## src/rtl/if_prefetch_unit.sv

```systemverilog
// if_prefetch_unit: RISC-V instruction-fetch front end.
// Issues in-order word fetches under a credit limit, buffers {pc, instr} pairs and flushes on redirect.
module if_prefetch_unit #(
    parameter int unsigned      XLEN     = 32,
    parameter logic [XLEN-1:0]  RESET_PC = '0,
    parameter int unsigned      DEPTH    = 4
) (
    input  logic            clk,
    input  logic            rst,
    output logic            imem_req_valid,
    output logic [XLEN-1:0] imem_req_addr,
    input  logic            imem_req_ready,
    input  logic            imem_rsp_valid,
    input  logic [XLEN-1:0] imem_rsp_data,
    input  logic            redirect_valid,
    input  logic [XLEN-1:0] redirect_pc,
    output logic            if_valid,
    output logic [XLEN-1:0] if_pc,
    output logic [XLEN-1:0] if_instr,
    input  logic            id_ready
);

    localparam int unsigned     PW      = (DEPTH > 1) ? $clog2(DEPTH) : 1;
    localparam int unsigned     CW      = $clog2(DEPTH + 1);
    localparam logic [CW:0]     DEPTH_C = (CW + 1)'(DEPTH);
    localparam logic [XLEN-1:0] STEP    = XLEN'(4);

    logic [XLEN-1:0] pc_q;
    logic [XLEN-1:0] rsp_pc;
    logic [XLEN-1:0] fifo_pc    [DEPTH];
    logic [XLEN-1:0] fifo_instr [DEPTH];
    logic [PW-1:0]   wr_ptr;
    logic [PW-1:0]   rd_ptr;
    logic [CW-1:0]   count;
    logic [CW-1:0]   outstanding;
    logic [CW-1:0]   discard;

    logic [CW:0]     credit_used;
    logic            req_fire;
    logic            rsp_keep;
    logic            pop;

    // A request is only issued if a FIFO slot is already reserved for its response,
    // so responses never need backpressure.
    assign credit_used    = {1'b0, count} + {1'b0, outstanding};
    assign imem_req_valid = rst & ~redirect_valid & (credit_used < DEPTH_C);
    assign imem_req_addr  = pc_q;
    assign req_fire       = imem_req_valid & imem_req_ready;

    assign rsp_keep = imem_rsp_valid & (discard == '0) & ~redirect_valid;
    assign if_valid = (count != '0);
    assign pop      = if_valid & id_ready & ~redirect_valid;
    assign if_pc    = fifo_pc[rd_ptr];
    assign if_instr = fifo_instr[rd_ptr];

    always_ff @(posedge clk or negedge rst) begin
        if (!rst) begin
            pc_q        <= RESET_PC;
            rsp_pc      <= RESET_PC;
            wr_ptr      <= '0;
            rd_ptr      <= '0;
            count       <= '0;
            outstanding <= '0;
            discard     <= '0;
            // NOTE: the FIFO array is reset too so the head outputs read zero out of reset.
            for (int i = 0; i < int'(DEPTH); i++) begin
                fifo_pc[i]    <= '0;
                fifo_instr[i] <= '0;
            end
        end else begin
            // NOTE: non-blocking assignments keep every update here based on pre-edge values.
            outstanding <= outstanding + CW'(req_fire) - CW'(imem_rsp_valid);
            if (redirect_valid) begin
                pc_q    <= redirect_pc;
                rsp_pc  <= redirect_pc;
                wr_ptr  <= '0;
                rd_ptr  <= '0;
                count   <= '0;
                discard <= outstanding - CW'(imem_rsp_valid);
            end else begin
                if (req_fire) begin
                    pc_q <= pc_q + STEP;
                end
                if (imem_rsp_valid && (discard != '0)) begin
                    discard <= discard - CW'(1);
                end
                if (rsp_keep) begin
                    fifo_pc[wr_ptr]    <= rsp_pc;
                    fifo_instr[wr_ptr] <= imem_rsp_data;
                    wr_ptr             <= wr_ptr + PW'(1);
                    rsp_pc             <= rsp_pc + STEP;
                end
                if (pop) begin
                    rd_ptr <= rd_ptr + PW'(1);
                end
                count <= count + CW'(rsp_keep) - CW'(pop);
            end
        end
    end

endmodule

```

## config.mk

```make
export PLATFORM = sky130hd
export DESIGN_NAME = if_prefetch_unit
export DESIGN_NICKNAME = d
export VERILOG_FILES = /design/src/rtl/if_prefetch_unit.sv
export SDC_FILE = /design/constraint.sdc
export NUM_CORES = 1
export LEC_CHECK = 0
export CORE_MARGIN = 2
export CORE_UTILIZATION = 48
export CTS_CLUSTER_SIZE = 8
export DETAILED_ROUTE_END_ITERATION = 12
export DONT_BUFFER_PORTS = 1
export MAX_ROUTING_LAYER = met4
export PLACE_DENSITY_LB_ADDON = 0.12
export SYNTH_ARGS = -nofsm -noshare
export SYNTH_HDL_FRONTEND = slang
export SYNTH_SLANG_ARGS = --single-unit
```

## constraint.sdc

```tcl
create_clock -name clk -period 2.77 [get_ports clk]
set_input_delay 0.554 -clock clk [delete_from_list [all_inputs] [get_ports clk]]
set_output_delay 0.554 -clock clk [all_outputs]
set_load 0.02 [all_outputs]
```

* After elaboration in Yosys (flattened, before gate mapping)
Cells that the tools add are included.
** Word-level totals
- Flip-flop bits (word level) :: 333
- Output and inout port bits :: 98
- Input bits :: 70
** Operators by class
- Reduce and logical (&&, ||, !) cells :: 10
- Muxes and demuxes :: 21
- $lt $le $gt $ge :: 4
- Add/sub/neg operators :: 11
- Bitwise logic cells :: 10
** Operator list (number)
- two-way mux 32 bit :: 9
- bitwise mux 128 bit :: 2
- binary-select mux 32 bit (select 2 bit) :: 2
- adder 32 x 3 -> 32 bit (second input constant) :: 2
- demux 32 bit (select 2 bit) :: 1
- two-way mux 3 bit :: 3
- subtractor 3 x 1 -> 3 bit :: 3
- two-way mux 2 bit :: 4
- nonzero test 2 bit :: 4
- AND 1 bit :: 7
- adder 3 x 1 -> 3 bit :: 2
- greater-or-equal comparator 3 bit (second input constant) :: 2
- inverter 2 -> 3 bit :: 2
- nonzero test 3 bit :: 2
- adder 2 x 1 -> 2 bit (second input constant) :: 2
- adder 3 x 3 -> 4 bit :: 1
- < comparator 4 x 3 -> 1 bit (second input constant) :: 1
- zero test 3 bit :: 1
- < comparator 3 x 1 -> 1 bit (second input constant) :: 1
- subtractor 3 x 1 -> 3 bit (second input constant) :: 1
- logical AND 1 bit :: 2
- AND reduction 2 bit :: 1
- inverter 1 bit :: 1

* Logic depth before layout (Yosys ltp)
- Depth in word-level cells :: 6
- Depth in mapped cells :: 12
- Mapped depth without buffers :: 12

* Worst setup path before layout
Ideal clock, no wire load.
- Path kind :: register -> register
- Start :: register count[2]
- End :: register outstanding[2]
- Library setup time :: 124 ps
- Path buffers :: 1
- Stages on the path, launching flop included :: 12
- Data arrival time :: 2601 ps
- Setup slack :: 45 ps
- Cells stage by stage :: dfrtp_1 ha_1 nor4b_1 and3_1 inv_1 clkbuf_1 ha_1 inv_1 ha_1 fa_1 xnor2_1 xnor2_1
** Between the ends
- Longest elaborated chain between the ends :: 6
** Ends and longest elaborated chain
- start: declaration :: RTL line 34 : logic [CW-1:0] count;
- start signal: assignment :: RTL line 96 : count <= count + CW'(rsp_keep) - CW'(pop);
- adder 3 x 3 -> 4 bit :: RTL line 45 : assign credit_used = {1'b0, count} + {1'b0, outstanding};
- < comparator 4 x 3 -> 1 bit :: RTL line 46 : assign imem_req_valid = rst & ~redirect_valid & (credit_used < DEPTH_C);
- AND 1 bit :: RTL line 46
- AND 1 bit :: RTL line 48 : assign req_fire = imem_req_valid & imem_req_ready;
- adder 3 x 1 -> 3 bit :: RTL line 72 : outstanding <= outstanding + CW'(req_fire) - CW'(imem_rsp_valid);
- subtractor 3 x 1 -> 3 bit :: RTL line 72
- end signal: assignment :: RTL line 72
- end: declaration :: RTL line 35 : logic [CW-1:0] outstanding;
Every way passes these cells.
A chain may end at the register's enable or synchronous reset.

* Worst setup path in the final report
- Start :: register rd_ptr[0]
- End :: output if_pc[2]
** Between the ends
- Longest elaborated chain between the ends :: 4
** Ends and longest elaborated chain
- start: declaration :: RTL line 33 : logic [PW-1:0] rd_ptr;
- start signal: assignment :: RTL line 94 : rd_ptr <= rd_ptr + PW'(1);
- inverter 2 -> 3 bit (implied by the code) :: RTL line 53 : assign if_pc = fifo_pc[rd_ptr];
- binary-select mux 32 bit (select 2 bit) :: RTL line 53
- two-way mux 32 bit (implied by the code) (2 in a row) :: RTL line 53
- end: declaration :: RTL line 18 : output logic [XLEN-1:0] if_pc,
Every way passes these cells. The select of a mux whose other input is x is not followed.

==> key figures <==
STA
  – Minimum clock period: 2.59 ns
  – Setup TNS: 0 ns
  – Relative slew slack: 42.9%
  – Fmax: 386 MHz
  – RSZ-0062 raised after global routing: false
  – Clock skew: 0.0150 ns
  – Final Setup Violations: 0
  – Setup ws final: 0.182 ns
  – WHS: -0.278 ns
  – Worst-margin pin slew: 0.857 ns
  – Tcrit/Tclk final: 93.4%
  – Hold Fails Final Rpt: 333
  – Slew Viols, Final: 0

Setup path
  – Slowest cell on crit path: dfrtp_4
  – Reg2reg setup slack: 0.24 ns
  – Startpoint class of the critical path: flop
  – Critical path required time: 2.22 ns
  – FF-to-FF Start: outstanding[2]$_DFF_PN0_
  – Worst path arrival time: 2.03 ns
  – CP peak stage delay: 0.64 ns
  – Crit-path cells: buf_8, mux4_2
  – Worst reg2reg path depth: 10
  – CP max FO: 11
  – RR Endpoint: outstanding[2]$_DFF_PN0_
  – Worst Setup End Kind: primary output
  – CP Class: flop to primary output

Global routing
  – Grt ovf: 0
  – Initial antenna violation count: 0
  – GRT Overall Usage: 21.2%
  – Largest net degree at the start of global routing: 335
  – First-pass GRT wire length: 53900 um
  – Vias in the first global route: 9627

Die
  – Number of cell rows: 65
  – Ports: 168
  – Die H: 183 um
  – Core ar.: 0.0316 mm^2
  – Initial Util: 48.7%
  – Chip Width: 183 um
  – Die area: 0.0334 mm^2

Logic synthesis
  – Yosys warns: 0
  – Synth cell count leaders: dfrtp_1 (333), mux2_2 (251), nand2_1 (78), mux4_2 (64), o21ai_0 (51)
  – Top-count cell post-synth: dfrtp_1
  – Async set-reset flop share out of synthesis: 100%
  – Synth top area cells: dfrtp_1 (54%), mux2_2 (18%), mux4_2 (9.4%), nand2_1 (1.9%), o21ai_0 (1.7%)
  – Cells after Synth: 1119
  – Mean Syn Cell Area: 13.7 um^2
  – Main flop type after synthesis: dfrtp_1
  – Area leader, netlist: dfrtp_1
  – Post-synthesis sequential area ratio: 54.3%
  – Yosys reg bits: 333
  – Post-synth EDFFs: 0
  – Net count after synthesis: 1207
  – Synth top area share: 54.3%
  – Cell area after synthesis: 0.0154 mm^2
  – Post-synthesis cell type count: 54

Clock tree
  – Worst-path clk slew: 0.05 ns
  – Max Root-Sink Buffers: 3
  – Clock latency on the worst-skew pair: 0.53 ns
  – CTS Sinks: 333
  – CTS tree: done
  – CTS root buf: clkbuf_16
  – TritonCTS buffer count: 47
  – H-tree Lvls: 2

Drt
  – Wire per inst: 21.9 um
  – Vias per cell: 5.87
  – Final ANT Viol Nets: 0
  – Routed via count: 9032
  – Pre-antenna DRT Iters: 5
  – DRT Wirelength: 33700 um
  – Initial DRC count: 437
  – DRC: 0

Place
  – Pre-CTS WS: 0.170 ns
  – DP HPWL: 21100 um
  – I/O Buffers: 0
  – RePlAce Congestion: 0.826

Pwr
  – Power density over the cells: 935 mW/mm^2
  – Maximum vdd drop: 0.436 mV
  – Leakage power: 7.86 nW

Layout
  – Final Util: 54.6%
  – # fillers: 2671
  – Layout cells sized above 1: 36.8%
  – Final nets: 1220
  – # diodes: 0
  – Area delta synth->final: 12.2%

Job
  – MaxCap Viol Count: 0

Status
  – Status: finished with violations
  – Failing checks: negative hold slack

Min path
  – Hold crit path type: input pin to async pin
how the worst max path moves through the flow:
stage                                  start                        to  cells after the start
floorplan                 count[2]$_DFF_PN0_  outstanding[2]$_DFF_PN0_                     11
global placement    outstanding[2]$_DFF_PN0_  outstanding[2]$_DFF_PN0_                     10
detailed placement  outstanding[2]$_DFF_PN0_  outstanding[2]$_DFF_PN0_                     10
CTS                    rd_ptr[0]$_DFFE_PN0P_              if_instr[26]                      2
global route        outstanding[2]$_DFF_PN0_  outstanding[2]$_DFF_PN0_                     10
finish                 rd_ptr[0]$_DFFE_PN0P_                  if_pc[2]                      2
per-layer routing:
| metal | wire length (um) | up-vias | GRT usage (%) |
|---|---|---|---|
| li1 | - | 4074 | - |
| met2 | 15900 | 250 | 33.3 |
| met5 | 0 | - | - |
| met3 | 2380 | 41 | 5.30 |
| met4 | 457 | 0 | 4.45 |
| met1 | 15000 | 4667 | 28.1 |
final cells by class:
type	instances	area [um^2]	area share [%]
Clock buffer	52	1230	7.12
Clock inverter	2	25.0	0.145
Inverter	27	101	0.588
Multi-Input combinational cell	690	6630	38.5
Sequential cell	333	8340	48.4
Tap cell	402	503	2.92
Timing Repair Buffer	33	405	2.35
flip-flops by register name, indices dropped and copies added, names as in the netlist:
register       count
wr_ptr             2
discard            3
outstanding        3
fifo_instr       128
fifo_pc          128
imem_req_addr     32
rd_ptr             2
rsp_pc            32
count              3
timing repair:
action,CTS,global route
hold endpoints to repair,333,333
buffers inserted,0,1
resized for setup,0,1
endpoints found under the setup margin,0,33
worst max-delay path: cells and delay by family (launching register included):
kind / cells / cell delay (ns)
DFF: 1 / 0.64
muxes: 1 / 0.63
buffers and inverters: 1 / 0.23
per-stage QoR:
| stage | power [mW] | area, um^2 | instances |
|---|---|---|---|
| 2_1_floorplan | 10.2 | 15400 | 1119 |
| 3_3_place_gp | 11.1 | 16000 | 1484 |
| 3_5_place_dp | 11.3 | 16000 | 1484 |
| 4_1_cts | 16.3 | 17200 | 1538 |
| 5_1_grt | 17.0 | 17200 | 1539 |
| 6_report | 16.1 | 17200 | 1539 |
where the power goes:
group          switching [mW]  leakage, nW  total, mW  internal (mW)
sequential              0.798         4.37       6.77           5.97
clock                    1.92        0.614       4.99           3.07
combinational            2.24         2.88       4.35           2.12
total                    4.96         7.86       16.1           11.2
kinds of logic (layout without fill, tap and decap cells):
group | Yosys count | in the layout | share of synthesized area [%]
AOI/OAI and AO/OA | 95 | 95 | 3.54
xor gates and xnor gates | 49 | 49 | 2.79
adders and majority gates | 18 | 18 | 1.56
buffers and inverters | 96 | 114 | 2.85
DFF | 333 | 333 | 54.3
muxes | 318 | 318 | 28.0
and+or+nand+nor | 210 | 210 | 7.02
placed cells by master (no fill, tap or decap), drive strengths merged, types with 4 or more instances in the layout:
cell type,instances
buf,33
xor2,20
clkbuf,52
mux2,251
a31oi,7
xnor2,29
mux4,64
nand2,78
and4,4
o21ai,55
nand3,30
nor4,8
nor3,17
inv,28
a21oi,14
nor2,27
and3,11
o211ai,7
o311ai,5
dfrtp,333
ha,16
nand4,18
Power figures use the tool's default switching activity.
